[src/rtl/mips_pkg.sv]
// Shared MIPS fetch-stage types and constants used by the PC sequencer.
package mips_pkg;

  typedef enum logic [1:0] {
    BOOT     = 2'd0,
    RUN      = 2'd1,
    REDIRECT = 2'd2
  } pc_state_t;

  localparam logic [31:0] RESET_VECTOR = 32'h8002_0000;
  localparam logic [31:0] EXC_VECTOR   = 32'h8000_0180;
  localparam int unsigned PC_INCR      = 4;

endpackage

[src/rtl/pc_next_mux.sv]
// Combinational next-state / next-PC / next-pending select for pc_sequencer.
// Exception and ERET redirects exist only when PC_EXCEPTION_EN is defined.
module pc_next_mux
  import mips_pkg::pc_state_t, mips_pkg::BOOT, mips_pkg::RUN, mips_pkg::REDIRECT;
#(
  parameter int WIDTH = 32
`ifdef PC_EXCEPTION_EN
  , parameter logic [WIDTH-1:0] EXC_VECTOR = WIDTH'(mips_pkg::EXC_VECTOR)
`endif
) (
  input  pc_state_t        i_state,
  input  logic [WIDTH-1:0] i_pc,
  input  logic [WIDTH-1:0] i_pc_plus4,
  input  logic [WIDTH-1:0] i_pending,
  input  logic [WIDTH-1:0] i_target,
  input  logic             i_advance,
  input  logic             i_branch_taken,
`ifdef PC_EXCEPTION_EN
  input  logic             i_exc_req,
  input  logic             i_eret,
  input  logic [WIDTH-1:0] i_epc,
  output logic             o_exc_take,
`endif
  output pc_state_t        o_state,
  output logic [WIDTH-1:0] o_pc,
  output logic [WIDTH-1:0] o_pending
);

  always_comb begin
    // NOTE: every output gets a default first so no path leaves it unassigned (no latch).
    o_state   = i_state;
    o_pc      = i_pc;
    o_pending = i_pending;
`ifdef PC_EXCEPTION_EN
    o_exc_take = 1'b0;
`endif

    unique case (i_state)
      BOOT: o_state = RUN;
      RUN: begin
        if (i_branch_taken && i_advance) begin
          o_pc = i_target;
        end else if (i_branch_taken) begin
          o_pending = i_target;
          o_state   = REDIRECT;
        end else if (i_advance) begin
          o_pc = i_pc_plus4;
        end
      end
      REDIRECT: begin
        // A branch in the delay slot is ignored: the first target wins.
        if (i_advance) begin
          o_pc    = i_pending;
          o_state = RUN;
        end
      end
      default: o_state = BOOT;
    endcase

`ifdef PC_EXCEPTION_EN
    if (i_state != BOOT) begin
      if (i_exc_req) begin
        o_exc_take = 1'b1;
        o_pc       = EXC_VECTOR;
        o_pending  = '0;
        o_state    = RUN;
      end else if (i_eret) begin
        o_pc    = i_epc;
        o_state = RUN;
      end
    end
`endif
  end

endmodule

[src/rtl/pc_sequencer.sv]
// Next-PC controller for the MIPS fetch stage (boot, sequential, stall, delayed branch).
// Define PC_EXCEPTION_EN to add the exception entry / ERET path with epc and exc_bd.
module pc_sequencer
  import mips_pkg::pc_state_t, mips_pkg::BOOT, mips_pkg::RUN, mips_pkg::REDIRECT,
         mips_pkg::PC_INCR;
#(
  parameter int               WIDTH        = 32,
  parameter logic [WIDTH-1:0] RESET_VECTOR = WIDTH'(mips_pkg::RESET_VECTOR)
`ifdef PC_EXCEPTION_EN
  , parameter logic [WIDTH-1:0] EXC_VECTOR = WIDTH'(mips_pkg::EXC_VECTOR)
`endif
) (
  input  logic             clock,
  input  logic             reset,
  input  logic             stall,
  input  logic             imem_ready,
  input  logic             branch_taken,
  input  logic [WIDTH-1:0] branch_target,
`ifdef PC_EXCEPTION_EN
  input  logic             exc_req,
  input  logic             eret,
  output logic [WIDTH-1:0] epc,
  output logic             exc_bd,
`endif
  output logic [WIDTH-1:0] pc_out,
  output logic [WIDTH-1:0] pc_plus4,
  output logic             fetch_valid,
  output logic             in_delay_slot
);

  pc_state_t        r_state;
  logic [WIDTH-1:0] r_pc;
  logic [WIDTH-1:0] r_pending;

  pc_state_t        w_state_nxt;
  logic [WIDTH-1:0] w_pc_nxt;
  logic [WIDTH-1:0] w_pending_nxt;
  logic [WIDTH-1:0] w_target;
  logic             w_advance;

  assign w_target      = branch_target & ~WIDTH'(3);
  assign pc_out        = r_pc;
  assign pc_plus4      = r_pc + WIDTH'(PC_INCR);
  assign fetch_valid   = (r_state != BOOT);
  assign w_advance     = fetch_valid & imem_ready & ~stall;
  assign in_delay_slot = ((r_state == RUN) & branch_taken) | (r_state == REDIRECT);

`ifdef PC_EXCEPTION_EN
  logic             w_exc_take;
  logic [WIDTH-1:0] r_epc;
  logic             r_exc_bd;

  assign epc    = r_epc;
  assign exc_bd = r_exc_bd;
`endif

  pc_next_mux #(
    .WIDTH      (WIDTH)
`ifdef PC_EXCEPTION_EN
    , .EXC_VECTOR (EXC_VECTOR)
`endif
  ) u_next_mux (
    .i_state        (r_state),
    .i_pc           (r_pc),
    .i_pc_plus4     (pc_plus4),
    .i_pending      (r_pending),
    .i_target       (w_target),
    .i_advance      (w_advance),
    .i_branch_taken (branch_taken),
`ifdef PC_EXCEPTION_EN
    .i_exc_req      (exc_req),
    .i_eret         (eret),
    .i_epc          (r_epc),
    .o_exc_take     (w_exc_take),
`endif
    .o_state        (w_state_nxt),
    .o_pc           (w_pc_nxt),
    .o_pending      (w_pending_nxt)
  );

  // NOTE: sequential state uses non-blocking assignments so all registers update together.
  always_ff @(posedge clock) begin
    if (reset) begin
      r_state   <= BOOT;
      r_pc      <= RESET_VECTOR;
      r_pending <= '0;
    end else begin
      r_state   <= w_state_nxt;
      r_pc      <= w_pc_nxt;
      r_pending <= w_pending_nxt;
    end
  end

`ifdef PC_EXCEPTION_EN
  // A faulting delay-slot instruction restarts at its branch, one word earlier.
  always_ff @(posedge clock) begin
    if (reset) begin
      r_epc    <= '0;
      r_exc_bd <= 1'b0;
    end else if (w_exc_take) begin
      r_epc    <= in_delay_slot ? (r_pc - WIDTH'(PC_INCR)) : r_pc;
      r_exc_bd <= in_delay_slot;
    end
  end
`endif

endmodule

[config.mk]
export PLATFORM = sky130hd
export DESIGN_NAME = pc_sequencer
export DESIGN_NICKNAME = d
export VERILOG_FILES = /design/src/rtl/mips_pkg.sv /design/src/rtl/pc_next_mux.sv /design/src/rtl/pc_sequencer.sv
export SDC_FILE = /design/constraint.sdc
export NUM_CORES = 1
export LEC_CHECK = 0
export BUFFER_PORTS_ARGS = -buffer_cell sky130_fd_sc_hd__buf_2
export CAP_MARGIN = 10
export CORE_ASPECT_RATIO = 1.25
export CORE_MARGIN = 8
export CORE_UTILIZATION = 54
export CTS_CLUSTER_DIAMETER = 100
export DETAILED_ROUTE_END_ITERATION = 16
export PLACE_DENSITY = 0.89
export SYNTH_ARGS = -nofsm -noshare
export SYNTH_HDL_FRONTEND = slang
export SYNTH_SLANG_ARGS = --single-unit
[constraint.sdc]
create_clock -name clock -period 6.6 [get_ports clock]
set_input_delay 1.32 -clock clock [delete_from_list [all_inputs] [get_ports clock]]
set_output_delay 1.32 -clock clock [all_outputs]
set_load 0.02 [all_outputs]
==> impl_metrics.json, run 1 <==
{
  "outcome": "finished clean",
  "overflow": 0,
  "cts_sinks": 62,
  "nets": 639,
  "synth_top_area_cell": "dfxtp_1",
  "core_um2": 6850,
  "worst_pin_slew_ns": 1.03,
  "gp_congestion": 0.855,
  "crit_top_cell": "nand3_1",
  "grt_pass1_wl_um": 19600,
  "start_kind": "register",
  "dp_cells": 676,
  "io_buffers": 96,
  "final_area_um2": 4480,
  "gr-usage-all-layers_pct": 23.8,
  "synthArstFlopShare_pct": 0,
  "post_cts_buffers": 0,
  "start_util_pct": 54.8,
  "r2r_setup_slack_ns": 3.69,
  "ctsHoldBuffers": 0,
  "routedWlPerCell_um": 17.7,
  "pin_count": 103,
  "ys_ff_latch": 62,
  "antenna_found_initial": 0,
  "synth_edf_count": 0,
  "period_needed_ns": 4.16,
  "netlist.area_leader.share_pct": 33.1,
  "yosys-top-cells-area": "dfxtp_1 (33%), nand2_1 (10%), a21oi_1 (9.3%), o21ai_0 (4.7%), xnor2_1 (4.0%)",
  "maxCapViolations": 0,
  "finalPower_mw": 1.66,
  "cts-root-buf": "clkbuf_8",
  "postCtsResizedCells": 0,
  "setup_violations": 0,
  "cts_tree": "built",
  "worstSetupEndpointType": "primary output",
  "worst-path-buf-inv": 1,
  "syn_to_final_growth_pct": 19.3,
  "synth_area_per_cell_um2": 7.18,
  "tns_ns": 0,
  "yosysUniqueCellTypes": 62,
  "grt_pass1_vias": 4231,
  "synth_area_um2": 3750,
  "first_iter_violations": 529,
  "cts_made_buffers": 9,
  "cts_htree_levels": 3,
  "whs_path_depth": 2,
  "finalHoldViolCount": 0,
  "layout-drive-gt1-share_pct": 21.9,
  "drv_slew": 0,
  "grt_max_degree": 56,
  "cp_cell_sequence": "ha_1 > nand3_1 > nor4_1 > and2_1 > nand3_1 > xnor2_1 > buf_2",
  "dieHeight_um": 109,
  "synthFlopType": "dfxtp_1",
  "power_density_nw_per_um2": 371,
  "cp_slowest_cell": "nor4_1",
  "fmax_ghz": 0.240,
  "ir_drop_mv": 0.217,
  "path_class": "reg2out",
  "p_leak_nw": 1.89,
  "drtPass1Iterations": 6,
  "routed_via_density": 6.21,
  "die_w_um": 90.6,
  "post_dp_cell_area_um2": 4240,
  "max_slew_margin_pct": 31.2,
  "skew_ns": 0.0107,
  "critPathTopFamily": "simple AND/OR/NAND/NOR gates",
  "hpwl_um": 8060,
  "synthCells": 523,
  "worst_skew_pair.late_latency_ns": 0.35,
  "vias": 4298,
  "ys_warn_count": 0,
  "min_period_over_period_pct": 63.0,
  "cp_max_fo": 9,
  "grt_setup_unrepaired": "false",
  "instances_no_fill": 692,
  "hp-class": "reg2reg",
  "cp.arrival_ns": 2.84,
  "cp.depth": 7,
  "cp_data_required_time_ns": 5.28,
  "remaining_drc_errors": 0,
  "cpPeakStageDelay_ns": 0.60,
  "postRouteAntennaNets": 0,
  "fp-row-count": 34,
  "synth-seq-area-share_pct": 33.1,
  "clock_path_buffers": 2,
  "dieArea_um2": 9890,
  "routed_wl_um": 12300,
  "layout_commonest_cell": "nand2_1",
  "final_cell_mix": "nand2_1 (103), buf_2 (96), a21oi_1 (70)",
  "diodes": 0,
  "clkTransAtPathRegs_ns": 0.08,
  "reg2regPathDepth": 7
}
==> layer usage <==
metal / track usage, % / part of all wire [%] / vias to the layer above
met5: 0 / 0 / -
met3: 6.13 / 9.7 / 42
met2: 40.8 / 49 / 281
met1: 27.0 / 38 / 1994
met4: 12.0 / 2.8 / 0
li1: - / - / 1981
==> report_power, final <==
part           switching, mW  internal (mW)  total (mW)
Clock                  0.161          0.249       0.410
Sequential            0.0739          0.443       0.516
Combinational          0.504          0.230       0.735
Total                  0.739          0.922        1.66
==> path summary, 6_finish.rpt <==
kind            startpoint             to
min          r_pending[15]  r_pending[15]
min reg2reg  r_pending[15]  r_pending[15]
max reg2reg     r_state[0]     pc_out[23]
max              pc_out[2]   pc_plus4[24]
==> cell usage after synthesis (3+ instances only) <==
cell type  count
and3_1        14
inv_1         16
nand2_1      103
buf_2          4
or3_1          6
nor3_1        10
a311oi_1       3
dfxtp_1       62
nand4_1        4
ha_1           5
and2_1         4
o21ai_0       35
o211ai_1       5
nor2_1        32
or4_1          3
a211oi_1       3
buf_4          4
a31oi_1        8
a21oi_1       70
xnor2_1       17
clkbuf_1      31
buf_1          3
nand3_1       18
nor4_1         5
xor2_1         8
==> through the flow <==
step                utilization, %  hold slack (ns)  worst slack, ns
finish                        65.4            0.456             2.44
global route                  65.4            0.478             2.25
CTS                           65.4            0.457             2.48
detailed placement            61.9            0.447             2.87
global placement              61.9            0.439             2.89
floorplan                        -            0.432             3.14
==> final cells by class <==
cell class | instances | area (um2)
multi-input combinational | 404 | 2290
tap | 90 | 113
clock inverter | 7 | 113
clock buffer | 9 | 124
fill | 588 | 2370
inverter | 17 | 63.8
timing repair buffer | 103 | 533
sequential | 62 | 1240
==> registers in the layout (all words and copies together) (netlist names) <==
signal / cells
r_pending: 30
pc_out: 30
r_state: 2
==> logic make-up after synthesis <==
family,synth area share [%]
and+or+nand+nor,28.1
AOI/OAI and AO/OA,23.9
DFF,33.1
buffers and inverters,6.73
xor gates and xnor gates,5.83
adders and majority gates,1.67
muxes,0.533
other,0.0999
==> worst register-to-register path, delay by kind of cell, from the launching register on <==
kind                     cells  cell delay [ns]
buffers and inverters        1             0.10
flip-flops                   1             0.37
adder cells (fa/ha/maj)      1             0.31
AND/OR/NAND/NOR              3             1.05
AO/OA/AOI/OAI                2             1.04
No activity file was read; power rests on OpenSTA's default activity.
==> run 2: changes to the inputs <==
--- a/config.mk
+++ b/config.mk
@@ -9,10 +9,10 @@
 export CAP_MARGIN = 10
 export CORE_ASPECT_RATIO = 1.25
 export CORE_MARGIN = 8
-export CORE_UTILIZATION = 54
+export CORE_UTILIZATION = 53
 export CTS_CLUSTER_DIAMETER = 100
 export DETAILED_ROUTE_END_ITERATION = 16
-export PLACE_DENSITY = 0.89
+export PLACE_DENSITY = 0.88
 export SYNTH_ARGS = -nofsm -noshare
 export SYNTH_HDL_FRONTEND = slang
 export SYNTH_SLANG_ARGS = --single-unit
==> constraint.sdc (replaced) <==
create_clock -name clock -period 4.2 [get_ports clock]
set_input_delay 0.84 -clock clock [delete_from_list [all_inputs] [get_ports clock]]
set_output_delay 0.84 -clock clock [all_outputs]
set_load 0.02 [all_outputs]
==> run 2 against run 1 <==
  * Clock-buffer cell count rose by 3
  * Worst hold slack improved by 0.0036 ns
  * Power rose by 52%
  * Utilization fell by 1.0 points
  * Register-to-register slack got worse by 2.3 ns
  * Sequential share of layout area rose by 0.085 points
  * Cell count rose by 0.43%
  * Clock skew fell by 0.0018 ns
  * Die area rose by 1.6%
  * Critical path depth did not move
  * Combinational power rose by 59%
  * Sequential power rose by 57%
  * Critical path type unchanged
  * Largest cell class unchanged
==> impl_metrics.json, run 2 (synthesis gave the netlist of run 1 again) <==
{
  "ir_drop_mv": 0.343,
  "period_needed_ns": 3.75,
  "cp.depth": 7,
  "drtPass1Iterations": 5,
  "core_um2": 6930,
  "startpoint": "pc_out[2]",
  "min_period_over_period_pct": 89.3,
  "io_buffers": 96,
  "pin_count": 103,
  "dieArea_um2": 10000,
  "setup_slack_ns": 0.447,
  "p_int_mw": 1.37,
  "path_class": "reg2out",
  "drv_slew": 0,
  "routed_wl_um": 12200,
  "grt_max_degree": 55,
  "postCtsResizedCells": 0,
  "switching_share_pct": 45.6,
  "cts_made_buffers": 9,
  "p_leak_nw": 1.89,
  "cp_max_fo": 9,
  "hpwl_um": 8180,
  "fmax_ghz": 0.266,
  "p_clk_share_pct": 21.7,
  "setup_violations": 0,
  "worst-path-buf-inv": 1,
  "vias": 4269,
  "cp_data_required_time_ns": 3.36,
  "clock_path_buffers": 2,
  "cts-root-buf": "clkbuf_8",
  "skew_ns": 0.00889,
  "die_w_um": 91.3,
  "hp-class": "reg2reg",
  "grt_pass1_vias": 4293,
  "worst_pin_slew_ns": 0.961,
  "grt_pass1_wl_um": 19900,
  "dp_cells": 679,
  "post_cts_buffers": 0,
  "outcome": "finished clean",
  "finalHoldViolCount": 0,
  "fp-row-count": 34,
  "seq_power_share_pct": 32.1,
  "power_frac_comb_pct": 46.2,
  "antenna_found_initial": 0,
  "cp.arrival_ns": 2.91,
  "start_kind": "register",
  "cpPeakStageDelay_ns": 0.66,
  "routed_via_density": 6.14,
  "place_ws_ns": 0.918,
  "ctsHoldBuffers": 0,
  "maxCapViolations": 0,
  "gp_congestion": 0.833,
  "routedWlPerCell_um": 17.5,
  "critPathTopFamily": "simple AND/OR/NAND/NOR gates",
  "cp_slowest_cell": "nor4_1",
  "grt_setup_unrepaired": "false",
  "overflow": 0,
  "max_slew_margin_pct": 35.6,
  "worstSetupEndpointType": "primary output",
  "crit_end": "pc_plus4[24]",
  "remaining_drc_errors": 0,
  "diodes": 0,
  "cts_htree_levels": 3,
  "worst_skew_pair.late_latency_ns": 0.35,
  "cp_cell_sequence": "ha_1 > nand3_1 > nor4_1 > and2_1 > nand3_1 > xnor2_1 > buf_2",
  "instances_no_fill": 695,
  "p_sw_mw": 1.15,
  "start_util_pct": 54.1,
  "layout_commonest_cell": "nand2_1",
  "layout-drive-gt1-share_pct": 22.1,
  "postRouteAntennaNets": 0,
  "hold-worst-slack_ns": 0.459,
  "reg2regPathDepth": 7,
  "final_cell_mix": "nand2_1 (103), buf_2 (96), a21oi_1 (70)",
  "reg2reg_from": "r_state[0]",
  "nets": 642,
  "crit_top_cell": "nand3_1",
  "cts_tree": "built",
  "gr-usage-all-layers_pct": 24.0,
  "syn_to_final_growth_pct": 19.0,
  "tns_ns": 0,
  "first_iter_violations": 437,
  "power_density_nw_per_um2": 566,
  "reg2reg_to": "pc_out[23]",
  "dieHeight_um": 110,
  "r2r_setup_slack_ns": 1.34,
  "clkTransAtPathRegs_ns": 0.07,
  "cts_sinks": 62
}
-- run 2: cell types whose count changed in the layout (fill, tap and decap cells not counted) --
cell	before	now
clkbuf_8	9	11
buf_4	7	10
clkinvlp_4	1	0
bufinv_16	3	1
clkbuf_1	0	1
-- run 2: worst min-delay path by stage --
| stage | startpoint | endpoint | slack (ns) | cells past startpoint |
|---|---|---|---|---|
| after CTS | r_pending[7] | r_pending[7] | 0.46 | 2 |
| after floorplan | r_pending[13] | r_pending[13] | 0.43 | 2 |
| after global routing | r_pending[20] | r_pending[20] | 0.48 | 2 |
| final | r_pending[7] | r_pending[7] | 0.46 | 2 |
| after detailed placement | r_pending[7] | r_pending[7] | 0.45 | 2 |
| after global placement | r_pending[17] | r_pending[17] | 0.44 | 2 |
-- run 2: final cells by class --
type	instances	area, um2
clock buffers	12	155
clock inverters	4	45.0
fillers	624	2470
inverters	17	63.8
multi-input cells	404	2290
flip-flops and latches	62	1240
well taps	90	113
repair buffers	106	556
-- run 2: routing by layer --
metal | share of wire [%] | track usage (%) | up-vias
met1 | 38 | 27.1 | 1996
met2 | 50 | 41.3 | 243
li1 | - | - | 1999
met4 | 2.7 | 14.1 | 0
met3 | 9.2 | 5.08 | 31
met5 | 0 | 0 | -
-- run 2: power groups by stage --
stage | combinational (mW) | sequential [mW] | clock, mW
2_1_floorplan | 0.742 | 0.857 | 0
3_3_place_gp | 1.11 | 0.809 | 0
3_5_place_dp | 1.14 | 0.818 | 0
4_1_cts | 1.15 | 0.805 | 0.541
5_1_grt | 1.28 | 0.824 | 0.572
6_report | 1.17 | 0.810 | 0.548
-- run 2: through the flow --
step           utilization [%]  total power [mW]  area [um2]
2_1_floorplan                -              1.60        3760
3_3_place_gp              61.5              1.92        4270
3_5_place_dp              61.5              1.96        4270
4_1_cts                   64.4              2.50        4470
5_1_grt                   64.4              2.67        4470
6_report                  64.4              2.53        4470
-- run 2: tightest hold or removal path, cell delays in order, from the launching register on --
cell and delay, ns:
dfxtp_1 0.31, nand2_1 0.05, a21oi_1 0.05
